$ cat config.mk
export PLATFORM = sky130hd
export DESIGN_NAME = mul_seq_unit
export DESIGN_NICKNAME = d
export VERILOG_FILES = /design/src/rtl/mul_seq_unit.sv
export SDC_FILE = /design/constraint.sdc
export NUM_CORES = 1
export LEC_CHECK = 0
export ABC_AREA = 1
export BUFFER_PORTS_ARGS = -buffer_cell sky130_fd_sc_hd__buf_2
export CORE_MARGIN = 4
export CORE_UTILIZATION = 52
export DETAILED_ROUTE_END_ITERATION = 7
export HOLD_SLACK_MARGIN = 0.06
export PLACE_DENSITY = 0.74
export SLEW_MARGIN = 0
export SYNTH_ARGS = -nofsm -noshare
export SYNTH_HDL_FRONTEND = slang
export SYNTH_SLANG_ARGS = --single-unit
$ cat constraint.sdc
create_clock -name clk -period 5.75 [get_ports clk]
set_input_delay 1.15 -clock clk [delete_from_list [all_inputs] [get_ports clk]]
set_output_delay 1.15 -clock clk [all_outputs]
set_load 0.02 [all_outputs]
$ cat src/rtl/mul_seq_unit.sv
// Sequential radix-2 shift-add multiplier supporting MUL/MULH/MULHSU/MULHU.
// Operand magnitudes are multiplied unsigned; the product sign is applied in
// a single SIGN cycle. busy/valid are registered one stage behind the FSM, so
// busy covers the accept cycle through DONE and valid pulses the cycle after DONE.
module mul_seq_unit #(
  parameter int unsigned WIDTH = 32
) (
  input  logic             clk,
  input  logic             rst,
  input  logic             start,
  input  logic             kill,
  input  logic [1:0]       op,
  input  logic [WIDTH-1:0] rs1,
  input  logic [WIDTH-1:0] rs2,
  output logic             busy,
  output logic             valid,
  output logic [WIDTH-1:0] result
);

  localparam int unsigned CW = (WIDTH > 1) ? $clog2(WIDTH) : 1;
  localparam int unsigned AW = 2 * WIDTH;

  localparam logic [1:0] OP_MUL    = 2'b00;
  localparam logic [1:0] OP_MULH   = 2'b01;
  localparam logic [1:0] OP_MULHSU = 2'b10;

  typedef enum logic [1:0] {
    S_IDLE = 2'd0,
    S_CALC = 2'd1,
    S_SIGN = 2'd2,
    S_DONE = 2'd3
  } state_t;

  state_t           r_state;
  logic [CW-1:0]    r_cnt;
  logic [AW-1:0]    r_acc;
  logic [WIDTH-1:0] r_a;
  logic             r_neg;
  logic [1:0]       r_op;
  logic [WIDTH-1:0] r_result;
  logic             r_busy;
  logic             r_valid;

  logic             w_sgn1;
  logic             w_sgn2;
  logic [WIDTH-1:0] w_mag1;
  logic [WIDTH-1:0] w_mag2;
  logic [WIDTH:0]   w_sum;
  logic [AW-1:0]    w_step;
  logic [AW-1:0]    w_final;

  // Operand sign/magnitude decode at issue; 2^(WIDTH-1) fits unsigned.
  always_comb begin
    w_sgn1 = ((op == OP_MULH) || (op == OP_MULHSU)) && rs1[WIDTH-1];
    w_sgn2 = (op == OP_MULH) && rs2[WIDTH-1];
    w_mag1 = w_sgn1 ? WIDTH'(~rs1 + 1'b1) : rs1;
    w_mag2 = w_sgn2 ? WIDTH'(~rs2 + 1'b1) : rs2;
  end

  // One shift-add step: multiplier bits live in the low half of the accumulator.
  always_comb begin
    w_sum   = {1'b0, r_acc[AW-1:WIDTH]} + {1'b0, (r_acc[0] ? r_a : WIDTH'(0))};
    w_step  = {w_sum, r_acc[WIDTH-1:1]};
    w_final = r_neg ? AW'(~r_acc + 1'b1) : r_acc;
  end

  // FSM, datapath and registered outputs.
  always_ff @(posedge clk or posedge rst) begin
    if (rst) begin
      r_state  <= S_IDLE;
      r_cnt    <= '0;
      r_acc    <= '0;
      r_a      <= '0;
      r_neg    <= 1'b0;
      r_op     <= '0;
      r_result <= '0;
      r_busy   <= 1'b0;
      r_valid  <= 1'b0;
    end else begin
      // A pulse owed by DONE survives a kill in that same cycle.
      r_valid <= (r_state == S_DONE);
      if (kill) begin
        r_state <= S_IDLE;
        r_cnt   <= '0;
        r_busy  <= 1'b0;
      end else begin
        case (r_state)
          S_IDLE: begin
            r_busy <= 1'b0;
            if (start) begin
              r_op    <= op;
              r_a     <= w_mag1;
              r_acc   <= {WIDTH'(0), w_mag2};
              r_neg   <= w_sgn1 ^ w_sgn2;
              r_cnt   <= '0;
              r_busy  <= 1'b1;
              r_state <= S_CALC;
            end
          end
          S_CALC: begin
            r_acc  <= w_step;
            r_busy <= 1'b1;
            if (r_cnt == CW'(WIDTH - 1)) begin
              r_cnt   <= '0;
              r_state <= S_SIGN;
            end else begin
              r_cnt <= r_cnt + CW'(1);
            end
          end
          S_SIGN: begin
            r_acc    <= w_final;
            r_result <= (r_op == OP_MUL) ? w_final[WIDTH-1:0] : w_final[AW-1:WIDTH];
            r_busy   <= 1'b1;
            r_state  <= S_DONE;
          end
          S_DONE: begin
            r_busy  <= 1'b0;
            r_state <= S_IDLE;
          end
          default: begin
            r_busy  <= 1'b0;
            r_state <= S_IDLE;
          end
        endcase
      end
    end
  end

  assign busy   = r_busy;
  assign valid  = r_valid;
  assign result = r_result;

endmodule
-- Yosys cells after proc, flatten, opt, wreduce, memory -nomap -nowiden
Cells that the tools add are included.
W data, S select, Z words.
- flip-flop bits (word level): 140
- bits of input ports: 70
- output and inout port bits: 34
- word-level logic and storage cells: 59
- add/sub/neg operators: 5
- eq/ne operators: 9
- muxes and demuxes: 18
- bitwise logic cells: 5
- reductions and logical operators: 13
- operator list (operator ; number):
    $pmux W64 S3 ; 1
    $mux W32 ; 4
    $mux W64 ; 2
    $add A32 B1 Y32 const B ; 2
    $add A64 B1 Y64 const B ; 1
    $not A32 Y32 ; 2
    $not A64 Y64 ; 1
    $add A32 B32 Y33 ; 1
    $mux W5 ; 3
    $pmux W5 S2 ; 1
    $pmux W2 S4 ; 1
    $eq A2 B2 Y1 const B ; 3
    $mux W2 ; 3
    $ne A3 B3 Y1 const B ; 2
    $reduce_and A2 Y1 ; 3
    $reduce_and A3 Y1 ; 2
    $reduce_bool A3 Y1 ; 2
    $add A5 B1 Y5 const B ; 1
    $eq A5 B5 Y1 const B ; 1
    $eq A2 B1 Y1 const B ; 2
    $logic_not A2 Y1 ; 2
    $pmux W1 S3 ; 1
    $logic_and A1 B1 Y1 ; 2
    $mux W1 ; 2
    5 further kinds ; 5

-- Longest topological paths before layout
- word-level depth: 5
- gate-level depth with buffers: 19
- gate-level depth less buffers: 17

-- Least setup slack after synthesis
OpenSTA, ideal clock, no wires.
- path kind: input -> register
- from: input op[1]
- to: register r_a[5]
- library setup time: 83 ps
- arrival: 2388 ps
- required time: 5667 ps
- path slack: 3280 ps
- stages on the path: 7
- path buffers: 0
- cells stage by stage: inv_1 ha_1 nor2_1 inv_1 or2_2 xor2_1 o21ai_0
- longest elaborated chain between the ends: 4
- elaborated cells on any way between the ends: 5
- classes of those cells: 2 x eq/ne; 1 x mux; 2 x reduce/logical
- RTL lines (item ; line ; text):
    start, declared ; 12 ; input logic [1:0] op,
    $eq A2 B1 Y1 / $eq A2 B2 Y1 (equally long branches) ; 54 ; w_sgn1 = ((op == OP_MULH) || (op == OP_MULHSU)) && rs1[WIDTH-1];
    $logic_or A1 B1 Y1 (*) ; 54 ;
    $logic_and A1 B1 Y1 (*) ; 54 ;
    $mux W32 (*) ; 56 ; w_mag1 = w_sgn1 ? WIDTH'(~rs1 + 1'b1) : rs1;
    end signal, assigned ; 92 ; r_a <= w_mag1;
    end, declared ; 37 ; logic [WIDTH-1:0] r_a;
Every way passes the cells marked *; elsewhere a longest branch is shown, timed or not.
A chain may end at the register's enable or synchronous reset.

-- Final worst setup path
- from: register r_acc[0]
- to: register r_acc[45]
- longest elaborated chain between the ends: 4
- elaborated cells on any way between the ends: 6
- classes of those cells: 2 x add/sub; 3 x mux; 1 x bitwise
- RTL lines (item ; line ; text):
    start, declared ; 36 ; logic [AW-1:0] r_acc;
    start signal, assigned ; 93 ; r_acc <= {WIDTH'(0), w_mag2};
    start signal, assigned ; 101 ; r_acc <= w_step;
    start signal, assigned ; 111 ; r_acc <= w_final;
    $not A64 Y64 ; 64 ; w_final = r_neg ? AW'(~r_acc + 1'b1) : r_acc;
    $add A64 B1 Y64 ; 64 ;
    $mux W64 ; 64 ;
    $pmux W64 S3 (*) ; 87 ; case (r_state)
Marked as above.

==> impl_metrics.json <==
{
  "ys_ff_latch": 140,
  "synth_flop_cell": "dfrtp_1",
  "cts.clk_slew.worst_paths_ps": 70,
  "final_cell_area_um2": 14760,
  "regArea_um2": 3505,
  "hpwlAfterDp_um": 37940,
  "outcome": "completed",
  "dieArea_um2": 28500,
  "path_cells": "nand2_1 > inv_1 > ha_1 > inv_1 > fa_1 > inv_1 > nand3_1 > nand3_1 > nand2_1 > nand2_1 > nand2_1 > nand2_1 > a21oi_1 > o21ai_0 > o211ai_1",
  "tritoncts": "built",
  "cts_setup_buffers": 0,
  "max_stage_delay_ps": 1080,
  "worstPathMaxFanout": 35,
  "switching_share_pct": 55.64,
  "ctsResizeCount": 0,
  "finalNonFillerCells": 2725,
  "cts_buffer_depth": 2,
  "fin_skew_ps": 13.08,
  "synth_edf_count": 0,
  "total_power_mw": 7.628,
  "dr.pass1.iters": 6,
  "grt_max_degree": 98,
  "max-slew-margin-rel_pct": 25.38,
  "fill_cells": 2639,
  "seq_area_frac_synth_pct": 26.05,
  "die_w_um": 168.8,
  "drc": 0,
  "drt_iter0_drc": 1798,
  "clk_latency_ps": 440,
  "nNetsFinal": 2494,
  "required_ps": 6030,
  "ctsHoldBuffers": 0,
  "grt.overflow.total": 0,
  "place.gp.congestion": 1.042,
  "post-route-min-period_ps": 3252,
  "track_usage_pct": 32.99,
  "netlist_instances": 2314,
  "grt_pass1_vias": 14040,
  "critPathKind": "register to register",
  "hold_viol_final": 0,
  "yosys_warnings": 0,
  "cp_slowest_cell": "dfrtp_1",
  "ant_nets": 0,
  "netSwitchingPower_mw": 4.244,
  "start_util_pct": 53.11,
  "synthesis.nets": 2427,
  "grt_pass1_wl_um": 74950,
  "maxSlewViolCount": 0,
  "powerDensity_nw_per_um2": 516.7,
  "ir_drop_v": 0.0003151,
  "place_ws_ps": 2384,
  "cts_buffers": 17,
  "drive_gt1_share_pct": 8.897,
  "cp-start-kind": "register",
  "pwr-share-clk_pct": 15.6,
  "setup_viol": 0,
  "synthArstFlopShare_pct": 100.0,
  "drt-total-wl_um": 47620,
  "crit_top_cell": "nand2_1",
  "core-area_um2": 25330,
  "leakagePower_nw": 8.061,
  "wl_per_cell_um": 17.47,
  "finalWorstSetupSlack_ps": 2498,
  "p_int_mw": 3.384,
  "critPathCaptureType": "register",
  "rsz0062_at_grt": "false",
  "maxCapViolCount": 0,
  "synth.cell_area_um2": 13450,
  "clock_sinks": 140,
  "max_freq_ghz": 0.3075,
  "multi_input_area_um2": 8552,
  "via_count": 15240,
  "period_share_pct": 56.55,
  "numPortBuffers": 103,
  "p_seq_share_pct": 26.1,
  "tightest_slew_ps": 1119,
  "avgSynthCellArea_um2": 5.813,
  "via_per_inst": 5.594,
  "ioPinCount": 104,
  "setup_tns_ps": 0,
  "yosysUniqueCellTypes": 52,
  "placedCellCount": 2692,
  "antenna_found_initial": 1,
  "ctsHtreeMaxLevel": 4,
  "crit_arrival_ps": 3530,
  "syn_to_final_growth_pct": 9.758,
  "num_rows": 58,
  "postPlaceCellArea_um2": 14140,
  "comb_power_share_pct": 58.3,
  "worst_hold_path_type": "register to register",
  "fp.dieH_um": 168.8,
  "root_buffer": "clkbuf_16"
}
[metal layers]
metal | track usage, % | share of wire [%]
met3 | 4.811 | 8.5
met4 | 11.12 | 3.4
met2 | 50.23 | 43
met1 | 48.06 | 45
met5 | 0 | 0
[final cells by class]
type                       instances  share of cell area (%)
timing repair buffer             113                   4.000
multi-input combinational       1823                   57.93
tap                              330                   2.797
clock inverter                    15                   1.331
sequential                       140                   23.74
antenna                            1                 0.01695
inverter                         286                   7.306
clock buffer                      17                   2.882
[cell usage after synthesis, types with 2 or more instances]
cell type | n | area (um^2)
a21boi_0 | 2 | 15.01
and2_1 | 4 | 25.02
nand4_1 | 27 | 168.9
o22ai_1 | 3 | 18.77
xnor2_1 | 10 | 87.58
nand3b_1 | 15 | 112.6
a31oi_1 | 7 | 43.79
clkbuf_1 | 37 | 138.9
nand2_2 | 16 | 100.1
nor3_2 | 2 | 20.02
inv_1 | 279 | 1047
or2_2 | 8 | 50.05
or2_0 | 2 | 12.51
nor2_4 | 10 | 112.6
buf_1 | 3 | 11.26
nand3_1 | 215 | 1076
ha_1 | 42 | 525.5
nor3_1 | 20 | 100.1
o31ai_1 | 2 | 15.01
o21ai_1 | 14 | 70.07
o21bai_1 | 4 | 30.03
nand2_1 | 849 | 3187
a32oi_1 | 3 | 26.28
a21oi_1 | 93 | 465.5
nand2_4 | 6 | 67.56
buf_6 | 7 | 78.83
buf_4 | 2 | 15.01
inv_2 | 5 | 18.77
nor2_2 | 8 | 50.05
o211ai_1 | 16 | 120.1
buf_2 | 15 | 75.07
dfrtp_1 | 140 | 3503
nand3_2 | 6 | 60.06
clkinv_1 | 2 | 7.510
o21ai_0 | 105 | 525.5
nor2_1 | 298 | 1119
xor2_1 | 22 | 192.7
[worst max-delay path: cells and delay by family (launching register included)]
family,cells,cell delay (ps)
flip-flops,1,1080
buffers and inverters,3,250
adder cells (fa/ha/maj),2,540
AO/OA/AOI/OAI,3,360
AND/OR/NAND/NOR,7,870
[stage by stage]
step | utilization [%] | hold slack (ps)
2_1_floorplan | - | 442.6
3_3_place_gp | 55.82 | 457.6
3_5_place_dp | 55.82 | 460.6
4_1_cts | 58.28 | 479.3
5_1_grt | 58.28 | 493.8
6_report | 58.29 | 475.9
[registers in the layout, indices dropped and copies added, names as in the netlist]
| register | cells |
|---|---|
| r_neg | 1 |
| r_cnt | 5 |
| busy | 1 |
| r_acc | 64 |
| r_op | 2 |
| valid | 1 |
| result | 32 |
| r_a | 32 |
| r_state | 2 |
[cells in the final DEF, fill, tap and decap left out, drive strengths merged, types with 2 or more instances in the layout]
master / count
nand2: 871
nor2: 317
inv: 293
nand3: 221
dfrtp: 140
o21ai: 120
buf: 113
a21oi: 93
ha: 42
nand4: 27
nor3: 23
xor2: 22
clkbuf: 17
o211ai: 16
nand3b: 15
or2: 11
xnor2: 10
a31oi: 7
o21bai: 4
and2: 4
clkinv: 4
o22ai: 3
a32oi: 3
a21boi: 2
o31ai: 2
bufinv: 2
clkinvlp: 2
[power groups by stage]
| stage | registers (mW) | clock network [mW] | logic (mW) |
|---|---|---|---|
| after floorplan | 1.88 | 0 | 3.00 |
| after CTS | 1.96 | 1.21 | 4.34 |
| after detailed placement | 1.98 | 0 | 4.32 |
| final | 1.99 | 1.19 | 4.45 |
| after global routing | 2.03 | 1.24 | 4.91 |
| after global placement | 1.96 | 0 | 4.28 |
[path summary, 6_finish.rpt]
path,from,end,slack (ps),cells after the start
max in group asynchronous,rst,r_a[15],3710,3
hold reg to reg,result[23],result[23],480,2
setup / recovery,r_acc[0],r_acc[45],2500,15
setup reg to reg,r_acc[0],r_acc[45],2500,15
hold / removal,result[23],result[23],480,2
min in group asynchronous,rst,result[22],900,2
[logic make-up (layout without fill, tap and decap cells)]
| group | count (synthesis) | count (layout) | synth area share [%] |
|---|---|---|---|
| compound gates | 257 | 257 | 10.44 |
| xor+xnor | 32 | 32 | 2.084 |
| fa+ha+maj | 43 | 43 | 4.056 |
| buf+inv | 351 | 431 | 10.41 |
| flops | 140 | 140 | 26.05 |
| other cells | 0 | 1 | 0 |
| simple gates | 1491 | 1491 | 46.97 |
Note: power is estimated with default switching activity, not from simulation.
